File: config.mk
export PLATFORM = sky130hd
export DESIGN_NAME = shift_reg_out_fifo
export DESIGN_NICKNAME = d
export VERILOG_FILES = /design/src/rtl/shift_reg_out_fifo.sv
export SDC_FILE = /design/constraint.sdc
export NUM_CORES = 1
export LEC_CHECK = 0
export CORE_ASPECT_RATIO = 0.75
export CORE_MARGIN = 2
export CORE_UTILIZATION = 40
export CTS_CLUSTER_SIZE = 24
export DETAILED_ROUTE_END_ITERATION = 16
export MAX_ROUTING_LAYER = met4
export SKIP_LAST_GASP = 1
export SYNTH_ARGS = -nofsm -noshare
export SYNTH_HDL_FRONTEND = slang
export SYNTH_SLANG_ARGS = --single-unit
export TNS_END_PERCENT = 30
File: constraint.sdc
create_clock -name CLK -period 9.13 [get_ports CLK]
set_clock_uncertainty 0.2 [all_clocks]
set_input_delay 0.913 -clock CLK [delete_from_list [all_inputs] [get_ports CLK]]
set_output_delay 0.913 -clock CLK [all_outputs]
set_load 0.01 [all_outputs]
File: src/rtl/shift_reg_out_fifo.sv
// Output buffer for shift_reg_top: packs three lanes into one word and queues it
// behind a first-word-fall-through VALID/READY port. Optional: SHIFT_REG_OUT_FIFO_CHANGE_ONLY_EN.
module shift_reg_out_fifo #(
  parameter int W1    = 12,
  parameter int W2    = 32,
  parameter int W3    = 1,
  parameter int DEPTH = 16,
  parameter int AW    = 4
) (
  input  logic                CLK,
  input  logic                RST,
  input  logic [W1-1:0]       DATA_1_IN,
  input  logic [W2-1:0]       DATA_2_IN,
  input  logic [W3-1:0]       DATA_3_IN,
  input  logic                WR_EN,
  output logic [W1+W2+W3-1:0] DATA_OUT,
  output logic                VALID_OUT,
  input  logic                READY_IN,
  output logic                FULL,
  output logic                EMPTY,
  output logic [AW:0]         COUNT,
  output logic                OVF_FLAG
);

  localparam int            WW       = W1 + W2 + W3;
  localparam logic [AW:0]   CNT_FULL = (AW+1)'(DEPTH);
  localparam logic [AW:0]   CNT_ONE  = (AW+1)'(1);
  localparam logic [AW-1:0] PTR_ONE  = AW'(1);

  logic [WW-1:0] mem_q [DEPTH];
  logic [AW-1:0] wr_ptr_q, wr_ptr_d;
  logic [AW-1:0] rd_ptr_q, rd_ptr_d;
  logic [AW-1:0] rd_ptr_nxt;
  logic [AW:0]   count_q, count_d;
  logic [WW-1:0] data_out_q, data_out_d;
  logic          valid_q, valid_d;
  logic          full_q, full_d;
  logic          empty_q, empty_d;
  logic          ovf_q, ovf_d;
  logic [WW-1:0] in_word;
  logic          wr_req;
  logic          push;
  logic          pop;

  assign in_word = {DATA_3_IN, DATA_2_IN, DATA_1_IN};

`ifdef SHIFT_REG_OUT_FIFO_CHANGE_ONLY_EN
  // Repeated words are filtered before they count as a write request.
  logic [WW-1:0] last_word_q, last_word_d;
  logic          last_valid_q, last_valid_d;

  assign wr_req = WR_EN & (~last_valid_q | (in_word != last_word_q));

  always_comb begin
    last_word_d  = last_word_q;
    last_valid_d = last_valid_q;
    if (push) begin
      last_word_d  = in_word;
      last_valid_d = 1'b1;
    end
  end

  always_ff @(posedge CLK) begin
    if (RST) begin
      last_word_q  <= '0;
      last_valid_q <= 1'b0;
    end else begin
      last_word_q  <= last_word_d;
      last_valid_q <= last_valid_d;
    end
  end
`else
  assign wr_req = WR_EN;
`endif

  assign pop  = valid_q & READY_IN;
  assign push = wr_req & (~full_q | pop);

  always_comb begin
    wr_ptr_d   = wr_ptr_q;
    rd_ptr_d   = rd_ptr_q;
    rd_ptr_nxt = rd_ptr_q + PTR_ONE;
    count_d    = count_q;
    data_out_d = data_out_q;
    ovf_d      = ovf_q | (wr_req & full_q & ~pop);

    if (push) wr_ptr_d = wr_ptr_q + PTR_ONE;
    if (pop)  rd_ptr_d = rd_ptr_nxt;

    case ({push, pop})
      2'b10:   count_d = count_q + CNT_ONE;
      2'b01:   count_d = count_q - CNT_ONE;
      default: count_d = count_q;
    endcase

    // Head register: when the popped word was the only one, the new head is
    // the word being written this cycle and is not yet in storage.
    if (pop) begin
      if (count_q != CNT_ONE)
        data_out_d = mem_q[rd_ptr_nxt];
      else if (push)
        data_out_d = in_word;
    end else if ((count_q == '0) && push) begin
      data_out_d = in_word;
    end

    full_d  = (count_d == CNT_FULL);
    empty_d = (count_d == '0);
    valid_d = (count_d != '0);
  end

  always_ff @(posedge CLK) begin
    if (push) mem_q[wr_ptr_q] <= in_word;
  end

  always_ff @(posedge CLK) begin
    if (RST) begin
      wr_ptr_q   <= '0;
      rd_ptr_q   <= '0;
      count_q    <= '0;
      data_out_q <= '0;
      valid_q    <= 1'b0;
      full_q     <= 1'b0;
      empty_q    <= 1'b1;
      ovf_q      <= 1'b0;
    end else begin
      wr_ptr_q   <= wr_ptr_d;
      rd_ptr_q   <= rd_ptr_d;
      count_q    <= count_d;
      data_out_q <= data_out_d;
      valid_q    <= valid_d;
      full_q     <= full_d;
      empty_q    <= empty_d;
      ovf_q      <= ovf_d;
    end
  end

  assign DATA_OUT  = data_out_q;
  assign VALID_OUT = valid_q;
  assign FULL      = full_q;
  assign EMPTY     = empty_q;
  assign COUNT     = count_q;
  assign OVF_FLAG  = ovf_q;

endmodule

==> impl_metrics.py, run 1 <==
metrics = {
    "worst_setup_path": {
        "r2r-start": "rd_ptr_q[0]$_SDFFE_PP0P_",
        "arrival_ns": 4.25,
        "reg2reg_to": "DATA_OUT[5]$_SDFFE_PP0P_",
        "required_ns": 9.39,
        "r2r_setup_slack_ns": 5.14,
        "start_kind": "flop",
        "crit_start": "rd_ptr_q[0]$_SDFFE_PP0P_",
        "rr_worst_depth": 7,
        "crit_type": "reg -> reg",
        "end_kind": "flop",
        "setup.worst_path.end": "DATA_OUT[5]$_SDFFE_PP0P_",
        "crit_fanout": 46,
    },
    "sta": {
        "max_freq_mhz": 250,
        "finalSetupViolCount": 0,
        "hold_viol_final": 0,
        "fin_crit_sh_pct": 43.7,
        "relSlewSlack_pct": 27.8,
        "fin_crit_ns": 3.99,
        "setup_tns_ns": 0,
        "rsz0062_at_grt": "false",
        "worstMarginPinSlew_ns": 1.08,
        "slew_viol_final": 0,
    },
    "synth": {
        "syn_inst": 1428,
        "avgSynthCellArea_sq_um": 21.2,
        "synth_top_area_cell": "edfxtp_1",
        "synthesis.nets": 1489,
        "yosysTopAreaCellShare_pct": 71.3,
        "synth_flop_cell": "edfxtp_1",
        "async_flop_share_pct": 0,
        "synth-edff-count": 720,
        "synth_warnings": 0,
        "synth_area_sq_mm": 0.0303,
        "synth.area.top_cells": "edfxtp_1, mux4_2, mux2i_1, dfxtp_1, o22a_1",
        "synth_seq_cells": 782,
        "ys_seq_area_share_pct": 75.4,
        "synth_cell_types": 47,
    },
    "final_layout": {
        "drive_above_1_share_pct": 21.0,
        "final_core_util_pct": 46.5,
        "stdcell_count": 2601,
        "nets": 1620,
        "layout_commonest_cell": "edfxtp_1",
        "fill_cells": 6200,
        "synthToLayoutAreaGrowth_pct": 15.2,
        "layout_common_cells": "edfxtp_1, mux4_2, mux2i_1, clkdlybuf4s50_1, clkbuf_16",
    },
    "clock_tree": {
        "clock-sinks": 782,
        "clk_pin_slew_worst_paths_ns": 0.07,
        "cts_htree_levels": 3,
        "insertion_delay_ns": 0.62,
        "cts_buffers": 75,
        "cts.path.max_buffers": 3,
        "clockRootBuffer": "clkbuf_16",
        "cts-resized-gates": 0,
        "postCtsHoldBufs": 0,
        "cts_tree": "yes",
        "cts_setup_buffers": 0,
    },
    "drt": {
        "dr.pass1.iters": 5,
        "wirelength_um": 66400,
        "wl_per_cell_um": 25.5,
        "drc": 0,
        "vias": 14246,
        "final_antenna_net_count": 0,
        "avgViaCountPerCell": 5.48,
        "drtIter0Drc": 1164,
    },
    "floorplanning": {
        "die_h_um": 242,
        "rows": 87,
        "die_w_um": 322,
        "die_area_sq_mm": 0.0781,
        "coreArea_sq_mm": 0.0751,
        "io_pins": 103,
        "start_util_pct": 40.4,
    },
    "global_route": {
        "grt_max_degree": 106,
        "grt_pass1_wl_um": 99300,
        "grt_antenna_before_repair": 2,
        "grt.total_usage_pct": 17.8,
        "grt_pass1_vias": 15205,
        "grt.overflow.total": 0,
    },
    "pwr": {
        "powerDensity_mw_per_mm2": 232,
        "irDropWorstVdd_mv": 0.157,
        "power_leakage_nw": 11.5,
    },
    "worst_hold_path": {
        "min_from": "OVF_FLAG$_SDFF_PP0_",
        "hold_class": "reg -> reg",
    },
    "placed_design": {
        "dp.final_hpwl_um": 35300,
        "port_buffers": 102,
        "dp_cells": 2461,
        "gp_congestion": 0.759,
    },
    "run": {
        "cap_violations": 0,
    },
    "run_status": {
        "outcome": "finished clean",
    },
}
-- registers in the layout, summed over array words and instances, names as in the netlist --
register	count
mem_q	720
DATA_OUT	45
COUNT	5
rd_ptr_q	4
wr_ptr_q	4
EMPTY	1
FULL	1
OVF_FLAG	1
VALID_OUT	1
-- worst min path at each step --
stage,to,cells past startpoint
after CTS,OVF_FLAG$_SDFF_PP0_,2
after global routing,OVF_FLAG$_SDFF_PP0_,2
after floorplan,rd_ptr_q[1]$_SDFFE_PP0P_,2
final,OVF_FLAG$_SDFF_PP0_,2
after global placement,OVF_FLAG$_SDFF_PP0_,2
after detailed placement,OVF_FLAG$_SDFF_PP0_,2
-- report_power, final --
group          total (mW)  switching (mW)  internal, mW
Clock                3.01            1.32          1.69
Combinational        1.04           0.532         0.508
Sequential           4.07          0.0611          4.01
-- cell families after synthesis --
logic type / Yosys count / synth area share (%)
simple gates: 103 / 1.88
flops: 782 / 75.4
compound gates: 118 / 2.67
mux: 316 / 17.9
buf+inv: 90 / 1.48
xor+xnor: 7 / 0.227
fa+ha+maj: 12 / 0.495
-- layout make-up --
class | count | area (sq um) | share of cell area, %
clock inverters | 42 | 327 | 0.935
diodes | 2 | 5.00 | 0.0143
multi-input cells | 556 | 7170 | 20.5
inverters | 10 | 37.5 | 0.107
flip-flops and latches | 782 | 22900 | 65.5
well taps | 979 | 1220 | 3.51
repair buffers | 134 | 1270 | 3.63
clock buffers | 96 | 2030 | 5.81
-- through the flow --
step	power [mW]	instance area [sq um]	hold slack [ns]	setup slack [ns]
after floorplan	4.83	30300	0.254	3.71
after global placement	5.19	32600	0.259	4.76
after detailed placement	5.21	32600	0.275	4.70
after CTS	8.23	34900	0.295	5.01
after global routing	8.43	34900	0.336	4.79
final	8.12	34900	0.286	5.14
-- metal layers --
layer  wire length (um)  vias up  GRT usage, %
met5                  0        -             -
met4               1270        0          4.29
met3               2640       92          3.12
met2              32200      302          27.9
met1              30400     7660          24.2
li1                   -     6192             -
-- synth_stat cells, drive strengths merged, types with 2 or more instances --
cell type	instances
edfxtp	720
nor2b	47
inv	10
o21a	2
o21ai	49
mux2i	136
dfxtp	62
nor3	7
clkbuf	27
a31oi	3
a211oi	2
a21oi	7
ha	12
a22oi	2
nor2	22
nand4	2
nand2	11
mux4	180
nand2b	2
o22a	45
buf	53
nand3	4
xor2	6
-- critical path: stages, from the launching register on --
cell	delay [ns]
dfxtp_4	0.74
nand3_1	0.34
xor2_4	0.20
buf_4	0.76
buf_4	0.90
mux2i_1	0.40
o22a_1	0.19
o21ai_1	0.06
(Power assumes the default switching activity.)
==> run 2, diff against run 1 <==
Clock period 9.13 ns to 3.3 ns, I/O delays scaled along.
==> impl_metrics.py, run 2 (synthesized netlist as in run 1, its figures left out) <==
metrics = {
    "drt": {
        "wirelength_um": 68600,
        "wl_per_cell_um": 26.1,
        "drc": 0,
        "avgViaCountPerCell": 5.50,
        "vias": 14428,
        "dr.pass1.iters": 5,
        "drtIter0Drc": 1537,
        "final_antenna_net_count": 0,
    },
    "final_layout": {
        "final_core_util_pct": 47.4,
        "nets": 1643,
        "top_register": "mem_q",
        "fill_cells": 6151,
        "layout_common_cells": "edfxtp_1, mux4_2, mux2i_1, clkdlybuf4s50_1, clkbuf_16",
        "layout_commonest_cell": "edfxtp_1",
        "drive_above_1_share_pct": 22.9,
        "synthToLayoutAreaGrowth_pct": 17.3,
        "stdcell_count": 2625,
        "largest_reg_flops": 720,
    },
    "worst_setup_path": {
        "required_ns": 3.57,
        "crit_type": "reg -> reg",
        "crit_fanout": 9,
        "end_kind": "flop",
        "arrival_ns": 2.94,
        "start_kind": "flop",
    },
    "global_route": {
        "grt_max_degree": 70,
        "grt_pass1_vias": 15116,
        "grt_antenna_before_repair": 3,
        "grt.total_usage_pct": 18.3,
        "grt_pass1_wl_um": 101000,
        "grt.overflow.total": 0,
    },
    "floorplanning": {
        "die_area_sq_mm": 0.0781,
        "start_util_pct": 40.4,
        "io_pins": 103,
        "die_w_um": 322,
        "rows": 87,
        "coreArea_sq_mm": 0.0751,
        "die_h_um": 242,
    },
    "clock_tree": {
        "cts_htree_levels": 3,
        "cts_buffers": 77,
        "clockRootBuffer": "clkbuf_16",
        "clock-sinks": 782,
        "clk_pin_slew_worst_paths_ns": 0.06,
        "insertion_delay_ns": 0.63,
        "postCtsHoldBufs": 0,
        "cts.path.max_buffers": 3,
        "cts-resized-gates": 0,
        "cts_setup_buffers": 0,
        "cts_tree": "yes",
    },
    "sta": {
        "fin_hold_ws_ns": 0.156,
        "fin_crit_sh_pct": 80.9,
        "relSlewSlack_pct": 52.0,
        "fin_crit_ns": 2.67,
        "finalSetupViolCount": 0,
        "max_freq_mhz": 375,
        "slew_viol_final": 0,
        "hold_viol_final": 0,
        "worstMarginPinSlew_ns": 0.719,
        "rsz0062_at_grt": "false",
        "setup_ws_ns": 0.630,
    },
    "run": {
        "cap_violations": 0,
    },
    "run_status": {
        "outcome": "finished clean",
    },
    "placed_design": {
        "port_buffers": 102,
        "place_ws_ns": 0.255,
        "dp_cells": 2482,
        "gp_congestion": 0.758,
        "dp.final_hpwl_um": 34900,
    },
    "pwr": {
        "finalPower_mw": 22.8,
        "irDropWorstVdd_mv": 0.326,
        "power_leakage_nw": 11.7,
        "powerDensity_mw_per_mm2": 642,
    },
    "worst_hold_path": {
        "hold_class": "in -> reg",
    },
}
==> run 2: layer usage <==
| layer | part of all wire [%] | vias up | track usage (%) |
|---|---|---|---|
| met3 | 5.4 | 84 | 3.23 |
| met5 | 0 | - | - |
| met1 | 46 | 7706 | 25.8 |
| met4 | 1.6 | 0 | 4.11 |
| li1 | - | 6237 | - |
| met2 | 47 | 401 | 27.9 |
==> run 2: through the flow <==
step           area [sq um]  setup TNS, ns
2_1_floorplan         30300        -231.75
3_3_place_gp          33100              0
3_5_place_dp          33100              0
4_1_cts               35600              0
5_1_grt               35600              0
6_report              35600              0
==> run 2: worst paths after layout <==
path | start | to | slack, ns | cells past startpoint
setup / recovery | VALID_OUT$_SDFF_PP0_ | VALID_OUT$_SDFF_PP0_ | 0.63 | 9
hold reg to reg | OVF_FLAG$_SDFF_PP0_ | OVF_FLAG$_SDFF_PP0_ | 0.28 | 2
hold / removal | RST | DATA_OUT[24]$_SDFFE_PP0P_ | 0.16 | 3
setup reg to reg | VALID_OUT$_SDFF_PP0_ | VALID_OUT$_SDFF_PP0_ | 0.63 | 9
==> run 2: where the power goes <==
| group | switching (mW) | internal [mW] |
|---|---|---|
| Clock | 3.68 | 4.94 |
| Combinational | 1.49 | 1.48 |
| Sequential | 0.163 | 11.1 |
==> run 2: layout make-up <==
cell class / instances / area, sq um / share of cell area, %
clock inverter: 44 / 397 / 1.11
timing repair buffer: 155 / 1780 / 4.99
clock buffer: 96 / 2070 / 5.82
antenna: 3 / 7.51 / 0.0211
inverter: 10 / 37.5 / 0.106
tap: 979 / 1220 / 3.44
sequential: 782 / 22900 / 64.3
multi-input combinational: 556 / 7200 / 20.2
==> run 2: worst max-delay path: stages, from the launching register on <==
cell and delay (ns):
dfxtp_1 0.32, nand2_1 0.11, buf_4 0.19, inv_1 0.10
ha_1 0.45, and3b_1 0.24, mux2i_1 0.23, nand3_1 0.12
nor4_1 0.43, o21ai_0 0.13
